--- src/rtl/aes_dec_sequencer_if.sv ---
// Handshake, key-store and shared inverse-round datapath signals of aes_dec_sequencer.
// The slave modport is the sequencer; the master modport is its environment.
interface aes_dec_sequencer_if;
  logic         in_valid;
  logic         in_ready;
  logic [0:127] ciphertext_in;
  logic [3:0]   key_idx;
  logic [0:127] round_key;
  logic [0:127] dp_in;
  logic         dp_mix_en;
  logic [0:127] dp_result;
  logic         out_valid;
  logic         out_ready;
  logic [0:127] plaintext_out;
  logic         busy;

  modport slave (
    input  in_valid, ciphertext_in, round_key, dp_result, out_ready,
    output in_ready, key_idx, dp_in, dp_mix_en, out_valid, plaintext_out, busy
  );

  modport master (
    output in_valid, ciphertext_in, round_key, dp_result, out_ready,
    input  in_ready, key_idx, dp_in, dp_mix_en, out_valid, plaintext_out, busy
  );
endinterface

--- src/rtl/aes_dec_sequencer.sv ---
// AES-128 decryption round sequencer driving an external inverse-round datapath and key store.
// Optional abort input enabled by defining AES_DEC_SEQ_ABORT_EN.
module aes_dec_sequencer (
  input logic Clk,
  input logic Reset,
`ifdef AES_DEC_SEQ_ABORT_EN
  input logic abort,
`endif
  aes_dec_sequencer_if.slave bus
);

  // state | meaning
  // IDLE  | waiting for a block; in_ready once out of reset
  // INIT  | first inverse round with key 10, no InvMixColumns
  // ROUND | rounds 9..1 through the datapath with InvMixColumns
  // FINAL | plaintext = st ^ key 0, datapath unused
  // DONE  | out_valid held until out_ready
  localparam logic [2:0] S_IDLE  = 3'd0;
  localparam logic [2:0] S_INIT  = 3'd1;
  localparam logic [2:0] S_ROUND = 3'd2;
  localparam logic [2:0] S_FINAL = 3'd3;
  localparam logic [2:0] S_DONE  = 3'd4;

  logic [2:0]   r_state;
  logic [3:0]   r_rnd;
  logic [0:127] r_st;
  logic [0:127] r_pt;
  logic         r_armed;
  logic         w_accept;
  logic         w_abort;

`ifdef AES_DEC_SEQ_ABORT_EN
  assign w_abort = abort && (r_state != S_IDLE);
`else
  assign w_abort = 1'b0;
`endif

  // r_armed keeps in_ready low until the first edge after reset release
  assign bus.in_ready      = (r_state == S_IDLE) && r_armed;
  assign w_accept          = bus.in_valid && bus.in_ready;
  assign bus.busy          = (r_state != S_IDLE);
  assign bus.out_valid     = (r_state == S_DONE);
  assign bus.dp_in         = r_st;
  assign bus.plaintext_out = r_pt;

  always_comb begin
    bus.key_idx   = 4'd0;
    bus.dp_mix_en = 1'b0;
    case (r_state)
      S_INIT:  bus.key_idx = 4'd10;
      S_ROUND: begin
        bus.key_idx   = r_rnd;
        bus.dp_mix_en = 1'b1;
      end
      default: ;
    endcase
  end

  always_ff @(posedge Clk or posedge Reset) begin
    if (Reset) begin
      r_state <= S_IDLE;
      r_rnd   <= 4'd0;
      r_st    <= '0;
      r_pt    <= '0;
      r_armed <= 1'b0;
    end else begin
      r_armed <= 1'b1;
      if (w_abort) begin
        r_state <= S_IDLE;
      end else begin
        case (r_state)
          S_IDLE: begin
            if (w_accept) begin
              r_st    <= bus.ciphertext_in;
              r_state <= S_INIT;
            end
          end
          S_INIT: begin
            r_st    <= bus.dp_result;
            r_rnd   <= 4'd9;
            r_state <= S_ROUND;
          end
          S_ROUND: begin
            r_st  <= bus.dp_result;
            r_rnd <= r_rnd - 4'd1;
            if (r_rnd == 4'd1) r_state <= S_FINAL;
          end
          S_FINAL: begin
            r_pt    <= r_st ^ bus.round_key;
            r_state <= S_DONE;
          end
          S_DONE: begin
            if (bus.out_ready) r_state <= S_IDLE;
          end
          default: r_state <= S_IDLE;
        endcase
      end
    end
  end

endmodule

--- src/flat_wrapper.sv ---
// flat-port wrapper written by rule: the top's interface ports become plain ports
module aes_dec_sequencer_flat 
  (Clk, Reset, bus_in_valid, bus_ciphertext_in, bus_round_key, bus_dp_result, bus_out_ready, bus_in_ready, bus_key_idx, bus_dp_in, bus_dp_mix_en, bus_out_valid, bus_plaintext_out, bus_busy);
  aes_dec_sequencer_if bus_i ();
  input logic Clk;
  input logic Reset;
  input wire logic [$bits(bus_i.in_valid)-1:0] bus_in_valid;
  input wire logic [$bits(bus_i.ciphertext_in)-1:0] bus_ciphertext_in;
  input wire logic [$bits(bus_i.round_key)-1:0] bus_round_key;
  input wire logic [$bits(bus_i.dp_result)-1:0] bus_dp_result;
  input wire logic [$bits(bus_i.out_ready)-1:0] bus_out_ready;
  output wire logic [$bits(bus_i.in_ready)-1:0] bus_in_ready;
  output wire logic [$bits(bus_i.key_idx)-1:0] bus_key_idx;
  output wire logic [$bits(bus_i.dp_in)-1:0] bus_dp_in;
  output wire logic [$bits(bus_i.dp_mix_en)-1:0] bus_dp_mix_en;
  output wire logic [$bits(bus_i.out_valid)-1:0] bus_out_valid;
  output wire logic [$bits(bus_i.plaintext_out)-1:0] bus_plaintext_out;
  output wire logic [$bits(bus_i.busy)-1:0] bus_busy;
  assign bus_i.in_valid = bus_in_valid;
  assign bus_i.ciphertext_in = bus_ciphertext_in;
  assign bus_i.round_key = bus_round_key;
  assign bus_i.dp_result = bus_dp_result;
  assign bus_i.out_ready = bus_out_ready;
  assign bus_in_ready = bus_i.in_ready;
  assign bus_key_idx = bus_i.key_idx;
  assign bus_dp_in = bus_i.dp_in;
  assign bus_dp_mix_en = bus_i.dp_mix_en;
  assign bus_out_valid = bus_i.out_valid;
  assign bus_plaintext_out = bus_i.plaintext_out;
  assign bus_busy = bus_i.busy;
  aes_dec_sequencer u_core (.Clk(Clk), .Reset(Reset), .bus(bus_i));
endmodule
--- config.mk ---
export PLATFORM = sky130hd
export DESIGN_NAME = aes_dec_sequencer_flat
export DESIGN_NICKNAME = d
export VERILOG_FILES = /design/src/rtl/aes_dec_sequencer_if.sv /design/src/rtl/aes_dec_sequencer.sv /design/src/flat_wrapper.sv
export SDC_FILE = /design/constraint.sdc
export NUM_CORES = 1
export LEC_CHECK = 0
export BUFFER_PORTS_ARGS = -buffer_cell sky130_fd_sc_hd__clkbuf_2
export CORE_AREA = 2 2 255 257
export CTS_CLUSTER_DIAMETER = 120
export DETAILED_ROUTE_END_ITERATION = 10
export DIE_AREA = 0 0 257 259
export PLACE_DENSITY = 0.46
export SLEW_MARGIN = 20
export SYNTH_ARGS = -nofsm -noshare
export SYNTH_HDL_FRONTEND = slang
export SYNTH_SLANG_ARGS = --single-unit
export TNS_END_PERCENT = 30
--- constraint.sdc ---
create_clock -name Clk -period 10.9 [get_ports Clk]
set_input_delay 0.545 -clock Clk [delete_from_list [all_inputs] [get_ports Clk]]
set_output_delay 0.545 -clock Clk [all_outputs]
set_load 0.05 [all_outputs]
-- After elaboration in Yosys (flattened, before gate mapping)
Cells that the tools add are included.
- multiply operators: 0
- bitwise gates (word level): 1
- reduce and logical (&&, ||, !) cells: 9
- $lt $le $gt $ge: 0
- shifts and indexed selects: 0
- equal/unequal tests: 8
- div/mod/pow operators: 0
- add/subtract/negate cells: 1
- multiplexer cells: 9
- operators with widths (kind ; count):
    $pmux 128 s2 ; 1
    $mux 128 ; 1
    $xor 128x128->128 ; 1
    $pmux 4 s2 ; 2
    $pmux 3 s5 ; 1
    $mux 3 ; 3
    $eq 3x2->1 const B ; 2
    $eq 4x1->1 const B ; 1
    $ne 2x1->1 const B ; 2
    $reduce_bool 2->1 ; 2
    $sub 4x1->4 const B ; 1
    $eq 3x1->1 const B ; 1
    $eq 3x3->1 const B ; 1
    $logic_not 3->1 ; 1
    $reduce_and 3->1 ; 1
    $reduce_bool 3->1 ; 1
    $logic_and 1x1->1 ; 2
    $ne 2x2->1 const B ; 1
    $reduce_and 2->1 ; 1
    $reduce_or 2->1 ; 1
    $mux 1 ; 1
- output and inout bits: 264
- bits in latches: 0
- register bits after elaboration: 264
- memory bits (read-only): 0
- logic and storage cells: 33
- RAM bits: 0
- bits of input ports: 388
- memories kept: 0

-- Logic depth before layout (Yosys ltp)
- depth in word-level cells: 5
- depth in mapped cells: 7
- mapped depth without buffers: 5

-- Worst setup path after synthesis
No wires, ideal clock.
- kind: register to output
- start point: reg u_core.r_state[0]
- end point: out bus_dp_mix_en
- slack: 8.564 ns
- required time: 10.355 ns
- data arrival time: 1.791 ns
- stages on the path, launching flop included: 4
- path buffers: 2
- path through: dfrtp_1 -> buf_4 -> clkbuf_1 -> nor3_1
- word-level cells in the longest chain between the ends: 2
- RTL lines (what ; RTL line ; RTL):
    from (decl) ; aes_dec_sequencer.sv:24 ; logic [2:0] r_state;
    from (signal assigned) ; aes_dec_sequencer.sv:61 ; r_state <= S_IDLE;
    from (signal assigned) ; aes_dec_sequencer.sv:69 ; r_state <= S_IDLE;
    from (signal assigned) ; aes_dec_sequencer.sv:75 ; r_state <= S_INIT;
    $eq 3x2->1 ; aes_dec_sequencer.sv:49 ; case (r_state)
    $mux 1 ; aes_dec_sequencer.sv:49 ;
    to (decl) ; flat_wrapper.sv:15 ; output wire logic [$bits(bus_i.dp_mix_en)-1:0] bus_dp_mix_en;
Every way passes these cells.

-- Worst setup path in the final report
- start point: reg u_core.r_state[0]
- end point: reg u_core.r_st (netlist bit u_core.bus.dp_in[62])
- word-level cells in the longest chain between the ends: 5
- elaborated cells between the ends (all ways): 10
- classes of those cells: eq/ne (3); mux (1); reduce/logical (6)
- RTL lines (what ; RTL line ; RTL):
    $logic_not 3->1 ; aes_dec_sequencer.sv:39, aes_dec_sequencer.sv:71 ;
    $logic_and 1x1->1 ; aes_dec_sequencer.sv:39 ; assign bus.in_ready = (r_state == S_IDLE) && r_armed;
    $logic_and 1x1->1 ; aes_dec_sequencer.sv:40 ; assign w_accept = bus.in_valid && bus.in_ready;
    $ne 2x1->1 (no source line) ; -- ;
    $reduce_and 2->1 (no source line) ; -- ;
    to (signal assigned) ; aes_dec_sequencer.sv:74 ; r_st <= bus.ciphertext_in;
    to (signal assigned) ; aes_dec_sequencer.sv:79 ; r_st <= bus.dp_result;
    to (signal assigned) ; aes_dec_sequencer.sv:84 ; r_st <= bus.dp_result;
    to (decl) ; aes_dec_sequencer.sv:26 ; logic [0:127] r_st;
Parallel ways exist; a longest one is shown, timed or not.
A chain may end at the register's enable or synchronous reset.

==> reports/metrics.cfg <==
[status]
status=finished, final reports clean

[finish]
fin_cells=2532
n_fill_cell=6827
final_common_cell=clkbuf_2
syn_to_final_growth_pct=41.4
drive_gt1_frac=0.513
final_cell_mix=clkbuf_2, dfrtp_1, mux2_2
final_area_mm2=0.0175
final_nets=2042

[synthesis]
synth_fa_ha_area_frac=0.00202
synth-seq-area-share=0.532
synth_compound_area_frac=0.0603
synthXorXnorAreaFrac=0.0911
synthSimpleGateAreaFrac=0.0481
postSynthAreaPerCell_um2=12.2
syn_area_mm2=0.0124
ys_types=29
ys_warn_count=0
synth_seq_cells=264
synthMuxAreaShare=0.232
syn-num-nets=1404
netlist_instances=1014
synth_top_family_by_area=multiplexers

[grt]
grt_max_degree=108
grt_overflow=0
antenna_found_initial=1
grt_pass1_vias=10400
grt_usage=0.119
grt_pass1_wl_um=61900

[detailed_routing]
via_count=9818
drt-total-wl_um=40800
drt_pass1_iterations=4
via_per_inst=3.88
wire_per_inst_um=16.1
drt_iter0_markers=361
drc=0
postRouteAntennaNets=0

[clocking]
cts_tree=done
postCtsSetupRepairBufs=0
hold_buffers=0
cts-buffers-inserted=34
root_buffer=clkbuf_16
cts_buffer_depth=3
clkSlewWorstSetupHoldPaths_ns=0.06
cts.sinks=264
clk_latency_ns=0.53
h-tree-depth=2
cts_resized=0

[sta]
fin_crit_sh=0.283
fin_setup_tns_ns=0
worst_pin_slew_ns=1.03
period_needed_ns=3.09
hold_viol=0
setup_viol=0
slew_viol_final=0
max_slew_margin=0.316
fmax_mhz=324
rsz0062_at_grt=no
finClkSkew_ns=0.0115

[flow_run]
maxCapViolCount=0

[floorplanning]
core_area_mm2=0.0639
initial_core_util=0.194
core.rowCount=93
die_x_um=257
dieArea_mm2=0.0666
die_h_um=259
io_pins=652

[critical_path]
slowest_stage=xnor2_2
cp-end-kind=register
worst_ep_arrival_time_ns=3.48
max_stage_delay_ns=0.83
critPathTopFamily=XOR/XNOR gates
cp.depth=4
cp_cell_sequence=xnor2_2 > buf_4 > mux2_2 > mux2_1
worstSetupPathType=reg2reg
path_buf_inv=1
rr_worst_depth=4
critPathMaxFanout=61
reg2reg_slack_ns=7.81
cp.required_ns=11.29
cp-start-kind=register

[placed_design]
dp_hpwl_um=31700
io_buffer_count=651
postPlaceCellArea_mm2=0.0164
dp_cells=2470
gp_congestion=0.870

[hold_path]
hold_class=in2async

[worst paths after layout]
check | endpoint | from
worst max register to register | u_core.bus.dp_in[62] | u_core.r_state[0]
min in group Clk | u_core.r_state[2] | bus_out_ready
max in group asynchronous | u_core.bus.plaintext_out[56] | Reset
worst max-delay path | u_core.bus.dp_in[62] | u_core.r_state[0]
worst min register to register | u_core.bus.plaintext_out[3] | u_core.bus.plaintext_out[3]
worst min-delay path | u_core.bus.dp_in[3] | Reset
[Yosys cell counts, drive strengths merged]
cell type  count  share of area
a22oi          1        0.00061
nor4bb         1        0.00081
a21oi          7         0.0031
dfrtp        264           0.53
ha             2         0.0020
o22a           1        0.00071
nor2b          3         0.0015
nand3b         1        0.00061
clkbuf        15         0.0045
mux2         256           0.23
nor4b          1        0.00071
a221oi         1        0.00071
nor3           3         0.0012
inv            7         0.0021
o21ai        131          0.053
and3           3         0.0015
nor2           4         0.0012
a21boi         1        0.00061
a31o           1        0.00071
o22ai          1        0.00050
buf           45          0.027
xnor2        129          0.091
a31oi          1        0.00050
conb           1        0.00030
nand2        134          0.041
[layout make-up]
| cell class | instances | area [µm²] | share of cell area |
|---|---|---|---|
| tap | 855 | 1070 | 0.0610 |
| inverter | 7 | 33.8 | 0.00193 |
| clock buffer | 55 | 1040 | 0.0595 |
| multi-input combinational | 683 | 5410 | 0.308 |
| antenna | 1 | 2.50 | 0.000143 |
| timing repair buffer | 662 | 3340 | 0.191 |
| clock inverter | 5 | 35.0 | 0.00200 |
| sequential | 264 | 6610 | 0.377 |
[through the flow]
step	util	hold slack [ns]	setup WS (ns)
after floorplan	-	0.552	3.09
after global placement	0.257	0.463	7.86
after detailed placement	0.257	0.469	7.76
after CTS	0.274	0.0357	7.75
after global routing	0.275	0.0732	7.60
final	0.275	0.0358	7.81
[metal layers]
metal	wire [µm]	GRT usage
met5	8	0
met4	1440	0.0502
met3	2720	0.0287
met2	20400	0.208
met1	16100	0.139
[cells by family after synthesis]
family,Yosys count
fa+ha+maj,2
flops,264
xor+xnor,129
mux,256
simple gates,150
compound gates,145
other cells,1
buf+inv,67
[worst reg2reg max path, cell delays in order (launching register included)]
cell	delay [ns]
dfrtp_1	0.57
xnor2_2	0.83
buf_4	0.74
mux2_2	0.53
mux2_1	0.29
[sequential cells by signal (all words and copies together), names as in the netlist]
signal                    flops
u_core.r_state                3
u_core.bus.plaintext_out    128
u_core.r_rnd                  4
u_core.bus.dp_in            128
u_core.r_armed                1
Power is left out: the tool's default activity adds up to more than one toggle a clock period on the data nets, which glitch-free logic cannot reach.
